==> src/rtl/circle_pkg.sv <==
// Shared types and defaults for the parametrised midpoint circle drawer.
package circle_pkg;

    typedef enum logic [2:0] {
        IDLE,
        INIT,
        PLOT,
        STEP,
        DONE
    } state_t;

    typedef logic [2:0] octant_t;
    typedef logic [1:0] span_t;

    localparam int DEFAULT_SCREEN_W = 160;
    localparam int DEFAULT_SCREEN_H = 120;

    function automatic int max2(input int a, input int b);
        return (a > b) ? a : b;
    endfunction

endpackage

==> src/rtl/circle_draw_param_if.sv <==
// Request/response and VGA write-port bundle between task FSM, drawer and vga_adapter.
interface circle_draw_param_if #(
    parameter int X_W      = 8,
    parameter int Y_W      = 7,
    parameter int R_W      = 8,
    parameter int COLOUR_W = 3
);

    logic                start;
    logic                fill;
    logic [COLOUR_W-1:0] colour;
    logic [X_W-1:0]      centre_x;
    logic [Y_W-1:0]      centre_y;
    logic [R_W-1:0]      radius;
    logic                done;
    logic [X_W-1:0]      vga_x;
    logic [Y_W-1:0]      vga_y;
    logic [COLOUR_W-1:0] vga_colour;
    logic                vga_plot;

    modport master (
        output start, fill, colour, centre_x, centre_y, radius,
        input  done, vga_x, vga_y, vga_colour, vga_plot
    );

    modport slave (
        input  start, fill, colour, centre_x, centre_y, radius,
        output done, vga_x, vga_y, vga_colour, vga_plot
    );

endinterface

==> src/rtl/circle_clip.sv <==
// Combinational on-screen test for a signed (x, y) candidate pixel.
module circle_clip
    import circle_pkg::*;
#(
    parameter int SCREEN_W = DEFAULT_SCREEN_W,
    parameter int SCREEN_H = DEFAULT_SCREEN_H,
    parameter int CW       = 10
) (
    input  logic signed [CW-1:0] x,
    input  logic signed [CW-1:0] y,
    output logic                 in_bounds
);

    localparam logic signed [CW-1:0] W_LIM = CW'(SCREEN_W);
    localparam logic signed [CW-1:0] H_LIM = CW'(SCREEN_H);

    assign in_bounds = !x[CW-1] && !y[CW-1] && (x < W_LIM) && (y < H_LIM);

endmodule

==> src/rtl/circle_draw_param.sv <==
// Midpoint circle rasteriser (outline or filled disc), one candidate pixel per clock.
// Optional CIRCLE_PIXEL_COUNT_EN adds a pix_count output counting written pixels.
module circle_draw_param
    import circle_pkg::*;
#(
    parameter int SCREEN_W = DEFAULT_SCREEN_W,
    parameter int SCREEN_H = DEFAULT_SCREEN_H,
    parameter int X_W      = 8,
    parameter int Y_W      = 7,
    parameter int R_W      = 8,
    parameter int COLOUR_W = 3
) (
    input  logic               clk,
    input  logic               rst,
    circle_draw_param_if.slave bus
`ifdef CIRCLE_PIXEL_COUNT_EN
    ,
    output logic [2*R_W+3:0]   pix_count
`endif
);

    localparam int CW = max2(X_W, Y_W) + 2;
    localparam int OW = R_W + 2;
    localparam int KW = R_W + 3;

    typedef logic signed [CW-1:0] coord_t;
    typedef logic signed [OW-1:0] off_t;
    typedef logic signed [KW-1:0] crit_t;

    state_t              state, state_d;
    logic                fill_q;
    logic [COLOUR_W-1:0] colour_q;
    coord_t              cx_q, cy_q;
    off_t                ox, oy;
    crit_t               crit;
    octant_t             oct;
    span_t               span;
    coord_t              px;

    coord_t oxc, oyc, half, xl_next, cand_x, cand_y;
    span_t  span_nx;
    logic   span_end, last_plot, in_bounds;
    off_t   ox_step, oy_step;
    crit_t  crit_diff, crit_step;

    // Candidate pixel for the current PLOT cycle, plus the next midpoint step.
    // NOTE: every always_comb output gets a default first so no latch is inferred.
    always_comb begin
        oxc      = coord_t'(ox);
        oyc      = coord_t'(oy);
        span_nx  = span + 2'd1;
        half     = span[1] ? oyc : oxc;
        xl_next  = cx_q - (span_nx[1] ? oyc : oxc);
        span_end = (px == cx_q + half);
        cand_x   = '0;
        cand_y   = '0;

        if (fill_q) begin
            cand_x = px;
            case (span)
                2'd0: cand_y = cy_q + oyc;
                2'd1: cand_y = cy_q - oyc;
                2'd2: cand_y = cy_q + oxc;
                2'd3: cand_y = cy_q - oxc;
            endcase
        end else begin
            case (oct)
                3'd0: begin cand_x = cx_q + oxc; cand_y = cy_q + oyc; end
                3'd1: begin cand_x = cx_q + oyc; cand_y = cy_q + oxc; end
                3'd2: begin cand_x = cx_q - oyc; cand_y = cy_q + oxc; end
                3'd3: begin cand_x = cx_q - oxc; cand_y = cy_q + oyc; end
                3'd4: begin cand_x = cx_q - oxc; cand_y = cy_q - oyc; end
                3'd5: begin cand_x = cx_q - oyc; cand_y = cy_q - oxc; end
                3'd6: begin cand_x = cx_q + oyc; cand_y = cy_q - oxc; end
                3'd7: begin cand_x = cx_q + oxc; cand_y = cy_q - oyc; end
            endcase
        end

        last_plot = fill_q ? (span_end && span == 2'd3) : (oct == 3'd7);

        oy_step = oy + off_t'(1);
        if (crit[KW-1] || crit == '0) begin
            ox_step   = ox;
            crit_diff = crit_t'(oy_step);
        end else begin
            ox_step   = ox - off_t'(1);
            crit_diff = crit_t'(oy_step) - crit_t'(ox_step);
        end
        crit_step = crit + (crit_diff <<< 1) + crit_t'(1);
    end

    circle_clip #(
        .SCREEN_W (SCREEN_W),
        .SCREEN_H (SCREEN_H),
        .CW       (CW)
    ) u_clip (
        .x         (cand_x),
        .y         (cand_y),
        .in_bounds (in_bounds)
    );

    always_comb begin
        state_d = state;
        case (state)
            IDLE:    if (bus.start) state_d = INIT;
            INIT:    state_d = (oy <= ox) ? PLOT : DONE;
            PLOT:    if (last_plot) state_d = STEP;
            STEP:    state_d = (oy_step <= ox_step) ? PLOT : DONE;
            DONE:    if (!bus.start) state_d = IDLE;
            default: state_d = IDLE;
        endcase
    end

    // NOTE: sequential state uses non-blocking assignments only, so every flop
    // samples pre-edge values regardless of block ordering.
    always_ff @(posedge clk or posedge rst) begin
        if (rst) state <= IDLE;
        else     state <= state_d;
    end

    always_ff @(posedge clk or posedge rst) begin
        if (rst) begin
            fill_q   <= 1'b0;
            colour_q <= '0;
            cx_q     <= '0;
            cy_q     <= '0;
            ox       <= '0;
            oy       <= '0;
            crit     <= '0;
            oct      <= '0;
            span     <= '0;
            px       <= '0;
        end else begin
            case (state)
                IDLE: if (bus.start) begin
                    fill_q   <= bus.fill;
                    colour_q <= bus.colour;
                    cx_q     <= $signed({{(CW-X_W){1'b0}}, bus.centre_x});
                    cy_q     <= $signed({{(CW-Y_W){1'b0}}, bus.centre_y});
                    ox       <= $signed({2'b00, bus.radius});
                    oy       <= '0;
                    crit     <= crit_t'(1) - $signed({3'b000, bus.radius});
                end
                INIT: begin
                    oct  <= '0;
                    span <= '0;
                    px   <= cx_q - oxc;
                end
                PLOT: begin
                    if (fill_q) begin
                        if (span_end) begin
                            span <= span_nx;
                            px   <= xl_next;
                        end else begin
                            px <= px + coord_t'(1);
                        end
                    end else begin
                        oct <= oct + 3'd1;
                    end
                end
                STEP: begin
                    ox   <= ox_step;
                    oy   <= oy_step;
                    crit <= crit_step;
                    oct  <= '0;
                    span <= '0;
                    px   <= cx_q - coord_t'(ox_step);
                end
                default: ;
            endcase
        end
    end

    // Clipped candidates still burn their cycle but leave x/y/colour untouched.
    always_ff @(posedge clk or posedge rst) begin
        if (rst) begin
            bus.vga_plot   <= 1'b0;
            bus.vga_x      <= '0;
            bus.vga_y      <= '0;
            bus.vga_colour <= '0;
            bus.done       <= 1'b0;
        end else begin
            bus.vga_plot <= 1'b0;
            if (state == PLOT && in_bounds) begin
                bus.vga_plot   <= 1'b1;
                bus.vga_x      <= cand_x[X_W-1:0];
                bus.vga_y      <= cand_y[Y_W-1:0];
                bus.vga_colour <= colour_q;
            end
            bus.done <= (state_d == DONE);
        end
    end

`ifdef CIRCLE_PIXEL_COUNT_EN
    always_ff @(posedge clk or posedge rst) begin
        if (rst)                pix_count <= '0;
        else if (state == INIT) pix_count <= '0;
        else if (bus.vga_plot)  pix_count <= pix_count + 1'b1;
    end
`endif

endmodule

==> src/flat_wrapper.sv <==
// flat-port wrapper written by rule: the top's interface ports become plain ports
module circle_draw_param_flat import circle_pkg::*;
#(
    parameter int SCREEN_W = DEFAULT_SCREEN_W,
    parameter int SCREEN_H = DEFAULT_SCREEN_H,
    parameter int X_W      = 8,
    parameter int Y_W      = 7,
    parameter int R_W      = 8,
    parameter int COLOUR_W = 3
)
  (clk, rst, bus_start, bus_fill, bus_colour, bus_centre_x, bus_centre_y, bus_radius, bus_done, bus_vga_x, bus_vga_y, bus_vga_colour, bus_vga_plot);
  circle_draw_param_if #(.X_W(X_W), .Y_W(Y_W), .R_W(R_W), .COLOUR_W(COLOUR_W)) bus_i ();
  input  logic clk;
  input  logic rst;
  input wire logic [$bits(bus_i.start)-1:0] bus_start;
  input wire logic [$bits(bus_i.fill)-1:0] bus_fill;
  input wire logic [$bits(bus_i.colour)-1:0] bus_colour;
  input wire logic [$bits(bus_i.centre_x)-1:0] bus_centre_x;
  input wire logic [$bits(bus_i.centre_y)-1:0] bus_centre_y;
  input wire logic [$bits(bus_i.radius)-1:0] bus_radius;
  output wire logic [$bits(bus_i.done)-1:0] bus_done;
  output wire logic [$bits(bus_i.vga_x)-1:0] bus_vga_x;
  output wire logic [$bits(bus_i.vga_y)-1:0] bus_vga_y;
  output wire logic [$bits(bus_i.vga_colour)-1:0] bus_vga_colour;
  output wire logic [$bits(bus_i.vga_plot)-1:0] bus_vga_plot;
  assign bus_i.start = bus_start;
  assign bus_i.fill = bus_fill;
  assign bus_i.colour = bus_colour;
  assign bus_i.centre_x = bus_centre_x;
  assign bus_i.centre_y = bus_centre_y;
  assign bus_i.radius = bus_radius;
  assign bus_done = bus_i.done;
  assign bus_vga_x = bus_i.vga_x;
  assign bus_vga_y = bus_i.vga_y;
  assign bus_vga_colour = bus_i.vga_colour;
  assign bus_vga_plot = bus_i.vga_plot;
  circle_draw_param #(.SCREEN_W(SCREEN_W), .SCREEN_H(SCREEN_H), .X_W(X_W), .Y_W(Y_W), .R_W(R_W), .COLOUR_W(COLOUR_W)) u_core (.clk(clk), .rst(rst), .bus(bus_i));
endmodule
==> config.mk <==
export PLATFORM = sky130hd
export DESIGN_NAME = circle_draw_param_flat
export DESIGN_NICKNAME = d
export VERILOG_FILES = /design/src/rtl/circle_pkg.sv /design/src/rtl/circle_draw_param_if.sv /design/src/rtl/circle_clip.sv /design/src/rtl/circle_draw_param.sv /design/src/flat_wrapper.sv
export SDC_FILE = /design/constraint.sdc
export NUM_CORES = 1
export LEC_CHECK = 0
export CORE_MARGIN = 5
export CORE_UTILIZATION = 30
export DETAILED_ROUTE_END_ITERATION = 12
export GPL_ROUTABILITY_DRIVEN = 0
export SETUP_SLACK_MARGIN = 0.05
export SYNTH_ARGS = -nofsm -noshare
export SYNTH_HDL_FRONTEND = slang
export SYNTH_SLANG_ARGS = --single-unit
==> constraint.sdc <==
create_clock -name clk -period 7.71 [get_ports clk]
set_clock_uncertainty 0.15 [all_clocks]
set_input_delay 2.313 -clock clk [delete_from_list [all_inputs] [get_ports clk]]
set_output_delay 2.313 -clock clk [all_outputs]
set_load 0.03 [all_outputs]
# After elaboration in Yosys (flattened, before gate mapping)

Cells that the tools add are included.

Add/subtract/negate cells: 20
Reduce and logical (&&, ||, !) cells: 29
Order comparisons: 4
Equality and inequality tests: 20
Multiplexer cells: 31

Operators with widths:

| cell                  | number |
|---|---|
| $pmux 10 s4           | 3 |
| $mux 10               | 10 |
| $pmux 10 s2           | 2 |
| $sub 9x10->10         | 4 |
| $add 9x10->10         | 3 |
| $pmux 10 s3           | 1 |
| $pmux 11 s2           | 1 |
| $add 10x2->10 const B | 2 |
| $add 8x10->10         | 2 |
| $le 10x10->1          | 2 |
| $sub 8x10->10         | 2 |
| $eq 3x3->1 const B    | 6 |
| $mux 3                | 6 |
| $reduce_or 2->1       | 9 |
| $pmux 3 s5            | 1 |
| $eq 3x2->1 const B    | 4 |
| $add 11x11->11        | 1 |
| $add 11x2->11 const B | 1 |
| $logic_not 11->1      | 1 |
| $mux 11               | 1 |
| $eq 10x10->1          | 1 |
| $lt 10x8->1 const B   | 1 |
| $lt 10x9->1 const B   | 1 |
| $sub 10x10->10        | 1 |
| 22 further kinds      | 38 |

Register bits after elaboration: 88
Output and inout port bits: 20
Word-level logic and storage cells: 120

# Longest topological paths before layout

Gate-level depths: netlist (run 1).

Word-level depth: 10
Depth in mapped cells: 21
Depth with buffers taken out: 20

# Cells and area by module

A second synthesis (run 1) with hierarchy kept.

Cells, all modules: 1390
Area, all modules: 10881.7 µm²

By module, submodules not included:

| module            | times used | seq. area each (µm²) | cells an instance | area each (µm²) |
|---|---|---|---|---|
| circle_draw_param | 1          | 2202.1               | 1386              | 10854.2 |
| circle_clip       | 1          | 0.0                  | 4                 | 27.5 |

# Worst setup path before layout (run 1)

Ideal clock, no wire load.

Kind: register to register
Start: register u_core.oct[0]
End: register u_core.bus.vga_x[5]
Setup time: 0.121 ns
Arrival time: 4.305 ns
Path slack: 3.134 ns
Cell stages (with the launch flop): 20
Path through: dfrtp_1 inv_1 ha_1 mux2_4 clkbuf_1 clkbuf_1 o21ai_0 a221o_1 ha_1 nor2b_1 a311o_1 o31a_1 xnor2_1 o221ai_1 o21a_1 or3_1 o21bai_2 buf_6 buf_8 a22o_1

Cells in the longest elaborated chain, start to end: 9

Ends and longest elaborated chain:

| what                                                                | line                       | text |
|---|---|---|
| from (decl)                                                         | circle_draw_param.sv:36    | `octant_t oct;` |
| from (signal assigned)                                              | circle_draw_param.sv:158   | `oct <= oct + 3'd1;` |
| parallel branches: the longest is 9 deep, another holds $lt 10x9->1 | --                         |  |
| to (signal assigned)                                                | circle_draw_param.sv:186   | `bus.vga_x <= cand_x[X_W-1:0];` |
| to (decl)                                                           | circle_draw_param_if.sv:28 | `output done, vga_x, vga_y, vga_colour, vga_plot` |

Parallel ways; which one is timed is not known.
A chain may end at the register's enable or synchronous reset.

# Worst setup path after layout (run 1)

Start: register u_core.oct[0]
End: register u_core.bus.vga_y[1]

Cells in the longest elaborated chain, start to end: 9

Ends and longest elaborated chain:

| what                                                                | line                       | text |
|---|---|---|
| parallel branches: the longest is 9 deep, another holds $lt 10x9->1 | --                         |  |
| to (signal assigned)                                                | circle_draw_param.sv:187   | `bus.vga_y <= cand_y[Y_W-1:0];` |
| to (decl)                                                           | circle_draw_param_if.sv:28 |  |

Parallel ways; which one is timed is not known.

==> qor.csv, run 1 <==
metric,value,unit
status,"complete, no violations",
start_kind,register,
routed_wl,36.1,mm
path_clk_slew,0.06,ns
yosysSeqAreaShare,20.5,%
end_kind,register,
portBuffers,49,
crit_chain,inv_1 > ha_1 > mux2i_1 > nand2b_1 > a311oi_1 > a221o_1 > ha_1 > a21oi_1 > nor2_1 > a311o_1 > o31a_1 > xnor2_1 > o221ai_1 > o21a_1 > or3_1 > o21bai_2 > mux2_2,
pre_cts_slack,2.56,ns
maxSlewViolCount,0,
setup_viol,0,
die_h,199,um
reg2reg_slack,2.42,ns
die_area,39700,um2
synthTopCellsByArea,"dfrtp_1, ha_1, xnor2_1",
worst_pin_slew,0.921,ns
core,35500,um2
synthesis.nets,1517,
n_antenna_cell,0,
fillers,3735,
clock_latency,0.36,ns
critical_path_class,register to register,
critical_path.top_delay_family,compound AO/OA/AOI/OAI gates,
grt_overflow_total,0,
slowest_delay,0.67,ns
clockRootBuffer,clkbuf_16,
ctsResizeCount,0,
syn_area_per_cell,7.93,um2
hold_viol_final,0,
synth_ff_type,dfrtp_1,
path_max_fanout,19,
crit_path_frequent_cell,ha_1,
row_count,69,
start_util,30.3,%
grt_max_degree,47,
fin_ws,2.42,ns
holdBufCountCts,0,
syn_to_final_growth,10.1,%
track_usage,18.1,%
cp_num_buf_inv,1,
critPathRequiredTime,7.80,ns
yosysTopAreaCellShare,20.5,%
worstPathArrival,5.38,ns
htreeDepth,3,
num_vias,10300,
ff_latch_area,2200,um2
nNetsFinal,1514,
synth.largest_area_cell,dfrtp_1,
period_share,68.6,%
synth_seq_cells,88,
grt_pass1_wl,56.5,mm
io_pins,50,
die_w,199,um
drive_gt1_share,5.39,%
async_flop_share,100,%
hp-class,register to register,
yosys_warnings,0,
dp_hpwl,27.7,mm
syn_inst,1355,
drcViolationCount,0,
cts_buffer_depth,2,
period_needed,5.29,ns
ant_nets,0,
first_global_vias,9719,
relSlewSlack,38.4,%
synth_edf_count,0,
syn_area,10800,um2
synth_cell_types,92,
wl_per_cell,19.9,um
cts_setup_buffers,0,
slowest_stage,mux2i_1,
tns,0,ns
vias_per_cell,5.66,
first_pass_iters,6,
timing.fmax,189,MHz
cts_tree,built,
antenna_found_initial,0,
multi_input_area,7910,um2
rsz0062_at_grt,false,
cts_buffers,9,
drtIter0Drc,874,
cts.sinks,88,
drv_cap,0,
[synth_stat cells, drive strengths merged (10+ instances only)]
cell type / count
a211oi: 14
a21o: 23
a21oi: 88
a221o: 13
a221oi: 11
a22o: 16
a22oi: 10
a31oi: 13
buf: 20
clkbuf: 52
dfrtp: 88
fa: 11
ha: 121
inv: 74
mux2i: 15
nand2: 140
nand2b: 22
nand3: 30
nor2: 105
nor2b: 21
nor3: 37
nor4: 10
o21a: 12
o21ai: 105
o221ai: 10
o22ai: 20
o31ai: 10
or3: 19
xnor2: 82
xor2: 33
[flip-flops by register name (all words and copies together) (netlist names)]
name,cells
u_core.cy_q,7
u_core.bus.done,1
u_core.fill_q,1
u_core.bus.vga_colour,3
u_core.crit,11
u_core.colour_q,3
u_core.span,2
u_core.oy,10
u_core.px,10
u_core.oct,3
u_core.ox,10
u_core.cx_q,8
u_core.state,3
u_core.bus.vga_y,7
u_core.bus.vga_x,8
u_core.bus.vga_plot,1
[tightest hold or removal path: cells and delay by family (launching register included)]
| kind | cells | cell delay (ns) |
|---|---|---|
| flip-flops | 1 | 0.34 |
| AND/OR/NAND/NOR | 2 | 0.11 |
[stage by stage]
stage | utilization [%] | hold slack, ns | instances | area (um2)
2_1_floorplan | - | 0.297 | 1355 | 10800
3_3_place_gp | 32.5 | 0.309 | 1802 | 11500
3_5_place_dp | 32.5 | 0.321 | 1802 | 11500
4_1_cts | 33.4 | 0.335 | 1816 | 11800
5_1_grt | 33.4 | 0.370 | 1816 | 11800
6_report | 33.4 | 0.333 | 1816 | 11800
[cell type report]
class / instances / share of cell area (%)
clock buffers: 10 / 2.02
repair buffers: 58 / 4.71
multi-input cells: 1120 / 66.8
inverters: 75 / 2.40
flip-flops and latches: 88 / 18.6
clock inverters: 4 / 0.592
well taps: 461 / 4.87
[final timing paths]
| kind | start | endpoint | depth (start not counted) |
|---|---|---|---|
| worst max-delay path | u_core.oct[0] | u_core.bus.vga_y[1] | 17 |
| worst min-delay path | u_core.colour_q[1] | u_core.colour_q[1] | 2 |
| worst max register to register | u_core.oct[0] | u_core.bus.vga_y[1] | 17 |
| worst min register to register | u_core.colour_q[1] | u_core.colour_q[1] | 2 |
| max in group asynchronous | rst | u_core.cx_q[0] | 3 |
| min in group asynchronous | rst | u_core.cy_q[2] | 2 |
[layout by cell type (no fill, tap or decap), types with 11 or more instances in the layout]
| cell type | n |
|---|---|
| a211oi_1 | 11 |
| a21o_1 | 21 |
| nand2_1 | 140 |
| xor2_1 | 33 |
| o22ai_1 | 20 |
| nor2_1 | 104 |
| fa_1 | 11 |
| ha_1 | 121 |
| a31oi_1 | 13 |
| inv_1 | 73 |
| dfrtp_1 | 88 |
| or3_1 | 18 |
| nand3_1 | 30 |
| o21a_1 | 12 |
| nor2b_1 | 20 |
| mux2i_1 | 15 |
| nor3_1 | 36 |
| a21oi_1 | 86 |
| clkdlybuf4s50_1 | 49 |
| nand2b_1 | 22 |
| a221o_1 | 12 |
| xnor2_1 | 82 |
| o21ai_0 | 101 |
[cell families (layout without fill, tap and decap cells)]
kind of cell,count (synthesis),in the layout,synth area share [%]
muxes,24,24,2.37
AOI/OAI and AO/OA,415,415,26.2
and+or+nand+nor,434,434,19.3
buffers and inverters,147,147,6.17
xor gates and xnor gates,115,115,9.37
adders and majority gates,132,132,16.1
DFF,88,88,20.5
[routing by layer]
layer  wire (um)  global-route usage, %  up-vias
li1            -                      -     4912
met3        2620                   3.19       65
met5           0                      0        -
met4        1010                   5.02        0
met1       16400                   25.6     4922
met2       16000                   28.4      374
Power of run 1 is left out: the tool's default activity adds up to more than one toggle a clock period on the data nets, which glitch-free logic cannot reach.
==> run 2, diff against run 1 <==
==> constraint.sdc (replaced) <==
create_clock -name clk -period 5.3 [get_ports clk]
set_clock_uncertainty 0.15 [all_clocks]
set_input_delay 1.59 -clock clk [delete_from_list [all_inputs] [get_ports clk]]
set_output_delay 1.59 -clock clk [all_outputs]
set_load 0.03 [all_outputs]
==> qor.csv, run 2 (synthesized netlist as in run 1, its figures left out) <==
metric,value,unit,change
cts_setup_buffers,0,,unchanged
grtUsageMet1,26.8,%,was 25.6%
drcViolationCount,0,,unchanged
setup_viol,0,,unchanged
drv_cap,0,,unchanged
maxSlewViolCount,0,,unchanged
htreeDepth,3,,unchanged
routed_wl,37.2,mm,was 36.1 mm
fin_hold_ws,0.325,ns,was 0.333 ns
die_h,199,um,unchanged
cts_buffer_depth,2,,unchanged
cts.sinks,88,,unchanged
placed_area,11600,um2,was 11500 um2
hold_viol_final,0,,unchanged
fin_ws,0.364,ns,was 2.42 ns
ant_nets,0,,unchanged
critical_path_class,register to register,,unchanged
die_w,199,um,unchanged
largest_register_ffs,11,,unchanged
pre_cts_slack,0.431,ns,was 2.56 ns
grt_max_degree,54,,was 47
nNetsFinal,1530,,was 1514
grt_pass1_wl,58.1,mm,was 56.5 mm
met2_usage,29.0,%,was 28.4%
io_pins,50,,unchanged
met3_usage,2.97,%,was 3.19%
worst_pin_slew,0.998,ns,was 0.921 ns
start_kind,register,,unchanged
clock_latency,0.37,ns,was 0.36 ns
timing.fmax,203,MHz,was 189 MHz
start_util,30.3,%,unchanged
n_antenna_cell,0,,unchanged
tns,0,ns,unchanged
antenna_found_initial,0,,unchanged
relSlewSlack,33.2,%,was 38.4%
end_kind,register,,unchanged
reg2reg_depth,17,,unchanged
core,35500,um2,unchanged
syn_to_final_growth,11.1,%,was 10.1%
rsz0062_at_grt,false,,unchanged
num_vias,10500,,was 10300
period_needed,4.94,ns,was 5.29 ns
worstPathArrival,5.02,ns,was 5.38 ns
period_share,93.1,%,was 68.6%
status,"complete, no violations",,unchanged
track_usage,18.6,%,was 18.1%
final_common_cell,nand2_1,,unchanged
hp-class,register to register,,unchanged
top_register,u_core.crit,,unchanged
first_global_vias,9887,,was 9719
busiest_layer,met2,,unchanged
clockRootBuffer,clkbuf_16,,unchanged
drive_gt1_share,6.41,%,was 5.39%
cts_tree,built,,unchanged
first_pass_iters,6,,unchanged
wl_per_cell,20.3,um,was 19.9 um
critPathRequiredTime,5.38,ns,was 7.80 ns
path_max_fanout,22,,was 19
holdPathStages,2,,unchanged
holdBufCountCts,0,,unchanged
design_area,11900,um2,was 11800 um2
portBuffers,49,,unchanged
ctsResizeCount,0,,unchanged
die_area,39700,um2,unchanged
path_clk_slew,0.06,ns,about the same
row_count,69,,unchanged
vias_per_cell,5.71,,was 5.66
cts_buffers,9,,unchanged
grt_overflow_total,0,,unchanged
most-common-layout-cells,"nand2_1, ha_1, nor2_1",,unchanged
dp_hpwl,28.5,mm,was 27.7 mm
drtIter0Drc,1022,,was 874
run 2: cell types whose count changed in the layout (fill, tap and decap cells not counted), sizes merged:
cell	delta
buf	+16
bufinv	-1
clkbuf	+2
clkinvlp	+1
run 2: final timing paths:
| check | from | to | slack [ns] |
|---|---|---|---|
| worst min-delay path | u_core.colour_q[0] | u_core.colour_q[0] | 0.32 |
| max in group asynchronous | rst | u_core.span[0] | 2.59 |
| worst max-delay path | u_core.oct[0] | u_core.bus.vga_y[1] | 0.36 |
| worst min register to register | u_core.colour_q[0] | u_core.colour_q[0] | 0.32 |
| min in group asynchronous | rst | u_core.cy_q[3] | 1.61 |
| worst max register to register | u_core.oct[0] | u_core.bus.vga_y[1] | 0.36 |
run 2: metal layers:
layer / vias to the layer above / part of all wire, %
li1: 4947 / -
met1: 4985 / 45
met2: 471 / 44
met3: 65 / 8.2
met4: 0 / 2.4
met5: - / 0
run 2: cell type report:
type | instances | area (um2)
flip-flops and latches | 88 | 2200
well taps | 461 | 577
inverters | 75 | 284
fillers | 3735 | 23500
multi-input cells | 1120 | 7910
clock inverters | 4 | 55.1
repair buffers | 74 | 678
clock buffers | 12 | 236
run 2: critical path, stage by stage, from the launching register on:
cell and delay, ns:
dfrtp_1 0.40, inv_1 0.08, ha_1 0.28, mux2_4 0.40, nand2b_1 0.32, a311oi_1 0.32
a221o_1 0.16, ha_1 0.28, a21oi_1 0.16, nor2_1 0.05, a311o_1 0.37, o31a_1 0.28
xnor2_1 0.15, o221ai_1 0.17, o21a_1 0.13, or3_1 0.35, o21bai_2 0.40, mux2_2 0.36
run 2: metrics by stage:
step / util, % / cells
after CTS: 33.7 / 1834
after detailed placement: 32.8 / 1818
final: 33.7 / 1834
after global placement: 32.8 / 1818
after floorplan: - / 1355
after global routing: 33.7 / 1834
Power of run 2 is left out for the same reason.
